## src/rtl/k12a_spi_target_if.sv

```systemverilog
// Signal bundle between the K12a SPI target port, the external SPI controller and the CPU I/O decoder.
// The slave modport is the target's view; the master modport drives the target's inputs.
interface k12a_spi_target_if;
  logic       spi_sck;
  logic       spi_cs_n;
  logic       spi_mosi;
  logic       spi_miso;
  logic       spi_miso_oe;
  logic [7:0] tx_data;
  logic       tx_write;
  logic       tx_full;
  logic [7:0] rx_data;
  logic       rx_valid;
  logic       rx_ack;
  logic       rx_overrun;
  logic       selected;
  logic       byte_done;

  modport slave (
    input  spi_sck, spi_cs_n, spi_mosi, tx_data, tx_write, rx_ack,
    output spi_miso, spi_miso_oe, tx_full, rx_data, rx_valid, rx_overrun, selected, byte_done
  );

  modport master (
    output spi_sck, spi_cs_n, spi_mosi, tx_data, tx_write, rx_ack,
    input  spi_miso, spi_miso_oe, tx_full, rx_data, rx_valid, rx_overrun, selected, byte_done
  );
endinterface

```

## src/rtl/k12a_spi_target.sv

```systemverilog
// SPI mode-0 target, MSB first, 8-bit frames, oversampled in the cpu_clock domain.
// One-byte RX holding register with overrun flag and one-byte TX buffer with idle fill of 8'hFF.
module k12a_spi_target (
  input  logic               cpu_clock,
  input  logic               reset,
  k12a_spi_target_if.slave   bus
);

  logic [2:0] sck_q, cs_q;
  logic [1:0] mosi_q;
  logic [6:0] shift_in_q, shift_in_d;
  logic [7:0] shift_out_q, shift_out_d;
  logic [2:0] bit_count_q, bit_count_d;
  logic [7:0] tx_buf_q, tx_buf_d;
  logic       tx_full_q, tx_full_d;
  logic [7:0] rx_data_q, rx_data_d;
  logic       rx_valid_q, rx_valid_d;
  logic       rx_overrun_q, rx_overrun_d;
  logic       byte_done_q, byte_done_d;

  logic sck_rise, sck_fall, cs_fall, cs_rise, sel, mosi_s;
  logic consume, done;

  // Stage 1-2 synchronize; stage 3 of sck and cs_n is the previous sample for edge detection.
  always_ff @(posedge cpu_clock) begin
    if (reset) begin
      sck_q  <= 3'b000;
      cs_q   <= 3'b111;
      mosi_q <= 2'b00;
    end else begin
      sck_q  <= {sck_q[1:0], bus.spi_sck};
      cs_q   <= {cs_q[1:0], bus.spi_cs_n};
      mosi_q <= {mosi_q[0], bus.spi_mosi};
    end
  end

  assign sck_rise = sck_q[1] & ~sck_q[2];
  assign sck_fall = ~sck_q[1] & sck_q[2];
  assign cs_fall  = ~cs_q[1] & cs_q[2];
  assign cs_rise  = cs_q[1] & ~cs_q[2];
  assign sel      = ~cs_q[1];
  assign mosi_s   = mosi_q[1];

  always_comb begin
    shift_in_d   = shift_in_q;
    shift_out_d  = shift_out_q;
    bit_count_d  = bit_count_q;
    tx_buf_d     = tx_buf_q;
    tx_full_d    = tx_full_q;
    rx_data_d    = rx_data_q;
    rx_valid_d   = rx_valid_q;
    rx_overrun_d = rx_overrun_q;
    byte_done_d  = 1'b0;
    consume      = 1'b0;
    done         = 1'b0;

    if (cs_fall) begin
      bit_count_d = 3'd0;
      consume     = 1'b1;
    end else if (cs_rise) begin
      bit_count_d = 3'd0;
    end else if (sel) begin
      if (sck_rise) begin
        shift_in_d  = {shift_in_q[5:0], mosi_s};
        bit_count_d = bit_count_q + 3'd1;
        if (bit_count_q == 3'd7) begin
          rx_data_d   = {shift_in_q, mosi_s};
          rx_valid_d  = 1'b1;
          byte_done_d = 1'b1;
          done        = 1'b1;
        end
      end else if (sck_fall) begin
        if (bit_count_q == 3'd0) consume = 1'b1;
        else shift_out_d = {shift_out_q[6:0], 1'b1};
      end
    end

    // Reload at a byte boundary uses the buffer contents from before any same-cycle write.
    if (consume) begin
      shift_out_d = tx_full_q ? tx_buf_q : 8'hFF;
      tx_full_d   = 1'b0;
    end
    if (bus.tx_write) begin
      tx_buf_d  = bus.tx_data;
      tx_full_d = 1'b1;
    end

    if (done) begin
      rx_overrun_d = bus.rx_ack ? 1'b0 : (rx_overrun_q | rx_valid_q);
    end else if (bus.rx_ack) begin
      rx_valid_d   = 1'b0;
      rx_overrun_d = 1'b0;
    end
  end

  always_ff @(posedge cpu_clock) begin
    if (reset) begin
      shift_in_q   <= 7'd0;
      shift_out_q  <= 8'hFF;
      bit_count_q  <= 3'd0;
      tx_buf_q     <= 8'd0;
      tx_full_q    <= 1'b0;
      rx_data_q    <= 8'd0;
      rx_valid_q   <= 1'b0;
      rx_overrun_q <= 1'b0;
      byte_done_q  <= 1'b0;
    end else begin
      shift_in_q   <= shift_in_d;
      shift_out_q  <= shift_out_d;
      bit_count_q  <= bit_count_d;
      tx_buf_q     <= tx_buf_d;
      tx_full_q    <= tx_full_d;
      rx_data_q    <= rx_data_d;
      rx_valid_q   <= rx_valid_d;
      rx_overrun_q <= rx_overrun_d;
      byte_done_q  <= byte_done_d;
    end
  end

  assign bus.spi_miso    = sel ? shift_out_q[7] : 1'b1;
  assign bus.spi_miso_oe = sel;
  assign bus.selected    = sel;
  assign bus.tx_full     = tx_full_q;
  assign bus.rx_data     = rx_data_q;
  assign bus.rx_valid    = rx_valid_q;
  assign bus.rx_overrun  = rx_overrun_q;
  assign bus.byte_done   = byte_done_q;

endmodule

```

## src/flat_wrapper.sv

```systemverilog
// flat-port wrapper written by rule: the top's interface ports become plain ports
module k12a_spi_target_flat 
  (cpu_clock, reset, bus_spi_sck, bus_spi_cs_n, bus_spi_mosi, bus_tx_data, bus_tx_write, bus_rx_ack, bus_spi_miso, bus_spi_miso_oe, bus_tx_full, bus_rx_data, bus_rx_valid, bus_rx_overrun, bus_selected, bus_byte_done);
  k12a_spi_target_if bus_i ();
  input  logic cpu_clock;
  input  logic reset;
  input wire logic [$bits(bus_i.spi_sck)-1:0] bus_spi_sck;
  input wire logic [$bits(bus_i.spi_cs_n)-1:0] bus_spi_cs_n;
  input wire logic [$bits(bus_i.spi_mosi)-1:0] bus_spi_mosi;
  input wire logic [$bits(bus_i.tx_data)-1:0] bus_tx_data;
  input wire logic [$bits(bus_i.tx_write)-1:0] bus_tx_write;
  input wire logic [$bits(bus_i.rx_ack)-1:0] bus_rx_ack;
  output wire logic [$bits(bus_i.spi_miso)-1:0] bus_spi_miso;
  output wire logic [$bits(bus_i.spi_miso_oe)-1:0] bus_spi_miso_oe;
  output wire logic [$bits(bus_i.tx_full)-1:0] bus_tx_full;
  output wire logic [$bits(bus_i.rx_data)-1:0] bus_rx_data;
  output wire logic [$bits(bus_i.rx_valid)-1:0] bus_rx_valid;
  output wire logic [$bits(bus_i.rx_overrun)-1:0] bus_rx_overrun;
  output wire logic [$bits(bus_i.selected)-1:0] bus_selected;
  output wire logic [$bits(bus_i.byte_done)-1:0] bus_byte_done;
  assign bus_i.spi_sck = bus_spi_sck;
  assign bus_i.spi_cs_n = bus_spi_cs_n;
  assign bus_i.spi_mosi = bus_spi_mosi;
  assign bus_i.tx_data = bus_tx_data;
  assign bus_i.tx_write = bus_tx_write;
  assign bus_i.rx_ack = bus_rx_ack;
  assign bus_spi_miso = bus_i.spi_miso;
  assign bus_spi_miso_oe = bus_i.spi_miso_oe;
  assign bus_tx_full = bus_i.tx_full;
  assign bus_rx_data = bus_i.rx_data;
  assign bus_rx_valid = bus_i.rx_valid;
  assign bus_rx_overrun = bus_i.rx_overrun;
  assign bus_selected = bus_i.selected;
  assign bus_byte_done = bus_i.byte_done;
  k12a_spi_target u_core (.cpu_clock(cpu_clock), .reset(reset), .bus(bus_i));
endmodule
```

## config.mk

```make
export PLATFORM = sky130hd
export DESIGN_NAME = k12a_spi_target_flat
export DESIGN_NICKNAME = d
export VERILOG_FILES = /design/src/rtl/k12a_spi_target_if.sv /design/src/rtl/k12a_spi_target.sv /design/src/flat_wrapper.sv
export SDC_FILE = /design/constraint.sdc
export NUM_CORES = 1
export LEC_CHECK = 0
export ABC_CLOCK_PERIOD_IN_PS = 1990
export CAP_MARGIN = 30
export CORE_ASPECT_RATIO = 2
export CORE_MARGIN = 2
export CORE_UTILIZATION = 52
export CTS_CLUSTER_SIZE = 20
export DETAILED_ROUTE_END_ITERATION = 8
export PLACE_DENSITY = 0.81
export SLEW_MARGIN = 20
export SYNTH_ARGS = -nofsm -noshare
export SYNTH_HDL_FRONTEND = slang
export SYNTH_SLANG_ARGS = --single-unit
```

## constraint.sdc

```tcl
create_clock -name cpu_clock -period 1.99 [get_ports cpu_clock]
set_input_delay 0.398 -clock cpu_clock [delete_from_list [all_inputs] [get_ports cpu_clock]]
set_output_delay 0.398 -clock cpu_clock [all_outputs]
set_load 0.05 [all_outputs]
```

Word-level counts from Yosys, hierarchy flattened:

Index checks and enable logic that the tools add are counted.

* register bits after elaboration: 46
* bits of input ports: 15
* output and inout port bits: 15
* word-level logic and storage cells: 71

* add/subtract/negate cells: 1
* muxes and demuxes: 32
* reduce and logical (&&, ||, !) cells: 9
* bitwise operators: 11
* equal/unequal tests: 6

Operators by type and width (count)
* 8-bit 2-to-1 mux: 8
* 1-bit 2-to-1 mux: 24
* 2-bit inequality test, second input constant: 4
* 1-bit inverter: 6
* 6-bit AND reduction: 1
* 2-bit nonzero test: 3
* 5-bit AND reduction: 1
* 1-bit AND: 4
* 4-bit AND reduction: 1
* 3-bit by 1-bit adder with 3-bit output, second input constant: 1
* 3-bit == test, second input constant: 1
* 3-bit zero test: 1
* 3-bit OR reduction: 1
* 2-bit by 1-bit inequality test with 1-bit output, second input constant: 1
* 2-bit AND reduction: 1
* 1-bit OR: 1

Logic depth before layout (Yosys ltp):

* word-level depth: 9
* depth in mapped cells: 6
* mapped depth without buffers: 5

Least setup slack after synthesis:

Ideal clock, no wire load.

* path kind: flip-flop to flip-flop
* start point: register u_core.cs_q[1]
* end point: register u_core.shift_out_q[0]
* stages on the path, launching flop included: 7
* data arrival time: 1.709 ns
* buffers on the path: 1
* required time: 1.867 ns
* setup time: 0.123 ns
* period minus slack after synthesis: 1.832 ns
* path slack: 0.158 ns
* cell sequence: dfxtp_1 -> inv_1 -> ha_1 -> or2b_1 -> buf_4 -> o31a_1 -> o32a_2

* cells in the longest elaborated chain, start to end: 5
* elaborated cells on any way between the ends: 14
* classes of those cells: eq/ne (5); mux (4); bitwise (3); reduce/logical (2)

Ends and longest elaborated chain
* start, declared: line k12a_spi_target.sv:9 `logic [2:0] sck_q, cs_q;`
* start signal, assigned: line k12a_spi_target.sv:32 `cs_q <= {cs_q[1:0], bus.spi_cs_n};`
* 1-bit inverter (no source line) (*)
* named net bus_selected: line flat_wrapper.sv:19 `output wire logic [$bits(bus_i.selected)-1:0] bus_selected;`
* 1-bit AND (*): line k12a_spi_target.sv:39 `assign cs_fall = ~cs_q[1] & cs_q[2];`
* 1-bit 2-to-1 mux: line k12a_spi_target.sv:57 `if (cs_fall) begin`
* 2-bit inequality test (no source line), or another cell as far along
* 6-bit AND reduction (no source line)
* end signal, assigned: line k12a_spi_target.sv:109 `shift_out_q <= shift_out_d;`
* end, declared: line k12a_spi_target.sv:12 `logic [7:0] shift_out_q, shift_out_d;`

The timed path passes the listed nets; every way through them passes the cells marked *.
A chain may end at the register's enable or synchronous reset.

Final worst setup path:

* start point: register u_core.rx_valid_q, in the netlist u_core.bus.rx_valid
* end point: output bus_rx_valid

RTL lines
* start, declared: line k12a_spi_target.sv:17 `logic rx_valid_q, rx_valid_d;`
* start signal, assigned: line k12a_spi_target.sv:114 `rx_valid_q <= rx_valid_d;`
* end, declared: line flat_wrapper.sv:17 `output wire logic [$bits(bus_i.rx_valid)-1:0] bus_rx_valid;`

No word-level cell between the ends.

==> results.cfg <==
[run_status]
status = finished, final reports clean

[power]
comb_power_share_pct = 8.8
peakVddDrop_uv = 642
leakagePower_nw = 0.924
sequentialPowerShare_pct = 57.0
pwr-share-clk_pct = 34.2
powerDensity_nw_per_um2 = 724
switchingPower_w = 0.000386
cellInternalPower_w = 0.00131
swShare_pct = 22.8

[routing]
drt-total-wl_um = 3850
route.vias.total = 1430
ant_nets = 0
routedWlPerCell_um = 14.5
post-route-drc-count = 0
drtIter0Drc = 14
dr.pass1.iters = 4
via_per_inst = 5.38

[sta]
finalSetupViolCount = 0
max_slew.worst_pin.slew_ns = 0.806
maxSlewHeadroom_pct = 46.2
finalSetupTns_ns = 0
drv_slew = 0
rsz0062_at_grt = false
min_period_ns = 1.86
max_freq_mhz = 537
worst_slack_ns = 0.129
clock_skew_ns = 0.00684
period_share_pct = 93.5
timing_hold_violations_final = 0
timing.hold.ws_ns = 0.417

[worst_setup_path]
crit_path_cell_trace = clkdlybuf4s50_1
cp_max_fo = 3
reg2reg_slack_ns = 0.24
crit_required_ns = 1.59
ff2ff_path_depth = 4
reg2reg_from = u_core.cs_q[1]$_SDFF_PP1_
cp-end-kind = output pin
cp_num_buf_inv = 1
crit_type = reg2out
slowest_stage = clkdlybuf4s50_1
slowest_delay_ns = 0.81
cp-startpoint = u_core.bus.rx_valid$_SDFF_PP0_
critPathTopFamily = buffers and inverters
crit_path_start_kind = flop
rr_endpoint = u_core.shift_out_q[5]$_SDFFE_PP1P_
arrival_ns = 1.46

[job]
drv_cap = 0

[worst_hold_path]
min_from = u_core.cs_q[0]$_SDFF_PP1_
hold_path_class = reg2reg
hold_path_depth = 1
whs_endpoint = u_core.cs_q[1]$_SDFF_PP1_

[logic_synthesis]
synth_nets = 208
yosysMostFrequentCell = dfxtp_1
netlist.area_leader.share_pct = 47.6
netlist_top_cells_count = dfxtp_1, mux2i_1, nor2_1, nand2b_1, a41oi_1
synthMuxAreaShare_pct = 12.9
yosysWarnings = 0
synthFlopType = dfxtp_1
yosys.area.top_type = dfxtp_1
synth_compound_area_share_pct = 8.47
ys_types = 34
synth_simple_gate_area_share_pct = 21.9
async_reset_ff_share_pct = 0
syn_avg_cell_area_sq_um = 10.3
synth_cells = 188
synth_seq_area_share_pct = 47.6
synthTopCellsByArea = dfxtp_1, mux2i_1, nand2b_1, nor2_1, a41oi_1
syn_area_sq_um = 1930
synth_xor_area_share_pct = 0.453
ys_ff_latch = 46
synth_top_family_by_area = simple AND/OR/NAND/NOR gates
synth_fa_ha_area_share_pct = 3.23
synth_edf_count = 0

[clock_network]
htree_levels = 2
numCtsBuffers = 5
tritoncts = yes
clk_latency_ns = 0.30
cts_sinks = 46
cts_setup_buffers = 0
clockBufferDepth = 2
cts-root-buf = clkbuf_8
path_clk_slew_ns = 0.08
cts_resized = 0
ctsHoldBuffers = 0

[placed_design]
placedInstanceArea_sq_um = 2240
dp_hpwl_um = 2840
gp_congestion = 0.806
place_ws_ns = 0.256
portBuffers = 29

[final_layout]
nFillCells = 290
antenna_cells = 0
drive_above_1_share_pct = 11.1
utilization_pct = 64.8
design_area_sq_um = 2340
synthToLayoutAreaGrowth_pct = 20.8
nNetsFinal = 236

[global_route]
grt_first_pass_wirelength_um = 6540
grt_pass1_vias = 1499
grtUsageTotal_pct = 20.8
grt_overflow_total = 0
antenna_found_initial = 0
grt_max_degree = 31

[floorplan]
num_rows = 31
die_h_um = 90.3
io_pins = 30
die_w_um = 47.1
start_util_pct = 53.6
core_area_sq_um = 3610
die-area_sq_um = 4250
logic make-up after synthesis:
| logic type | Yosys count |
|---|---|
| compound gates | 20 |
| xor+xnor | 1 |
| fa+ha+maj | 5 |
| buf+inv | 19 |
| flops | 46 |
| mux | 25 |
| simple gates | 72 |
worst reg2reg max path, stage by stage, from the launching register on:
cell	delay [ns]
dfxtp_1	0.40
ha_1	0.29
or4b_1	0.68
nand3_1	0.16
o211ai_1	0.10
worst max-delay path by stage:
stage | endpoint | slack, ns | cells past startpoint
floorplan | u_core.shift_out_q[0]$_SDFFE_PP1P_ | 0.16 | 6
global placement | u_core.shift_out_q[6]$_SDFFE_PP1P_ | 0.31 | 4
detailed placement | u_core.bus.rx_data[7]$_SDFFE_PP0P_ | 0.26 | 4
CTS | bus_rx_valid | 0.12 | 1
global route | bus_rx_valid | 0.08 | 1
finish | bus_rx_valid | 0.13 | 1
cell usage in the layout (no fill, tap or decap), types with 4 or more instances in the layout:
| master | netlist | routed |
|---|---|---|
| o211ai_1 | 7 | 7 |
| and2b_1 | 7 | 7 |
| nand2b_1 | 17 | 17 |
| clkdlybuf4s50_1 | 0 | 25 |
| buf_4 | 4 | 8 |
| dfxtp_1 | 46 | 46 |
| inv_1 | 6 | 6 |
| mux2i_1 | 25 | 25 |
| nand3_1 | 7 | 7 |
| nor2b_1 | 5 | 5 |
| a41oi_1 | 8 | 8 |
| clkbuf_8 | 0 | 6 |
| nor2_1 | 20 | 20 |
| ha_1 | 5 | 5 |
| or2_2 | 4 | 4 |
per-layer routing:
layer | part of all wire, % | track usage, % | up-vias
met5 | 0 | 0 | -
met4 | 2.3 | 9.26 | 0
met3 | 2.5 | 4.60 | 10
met2 | 58 | 37.2 | 29
met1 | 37 | 21.0 | 684
li1 | - | - | 707
stage by stage:
step	cells	total power [W]
floorplan	188	0.00108
finish	266	0.00169
global placement	258	0.00113
global route	266	0.00176
detailed placement	258	0.00113
CTS	266	0.00170
power by group through the flow:
stage / sequential [W] / combinational [W] / clock [W]
2_1_floorplan: 0.000984 / 0.0000940 / 0
3_3_place_gp: 0.000984 / 0.000142 / 0
3_5_place_dp: 0.000985 / 0.000147 / 0
4_1_cts: 0.000964 / 0.000149 / 0.000591
5_1_grt: 0.000968 / 0.000162 / 0.000627
6_report: 0.000964 / 0.000148 / 0.000579
layout make-up:
cell class,count,area [sq um],area share [%]
clock buffer,7,86.3,3.70
inverter,6,22.5,0.964
sequential,46,921,39.4
tap,49,61.3,2.62
timing repair buffer,34,330,14.1
multi-input combinational,123,910,38.9
clock inverter,1,5.00,0.214
flip-flops by register name, summed over array words and instances, names as in the netlist, 2 cells and up:
name	cells
u_core.shift_in_q	7
u_core.bus.rx_data	8
u_core.shift_out_q	8
u_core.cs_q	3
u_core.tx_buf_q	8
u_core.mosi_q	2
u_core.sck_q	3
u_core.bit_count_q	3
Note: power is estimated with default switching activity, not from simulation.
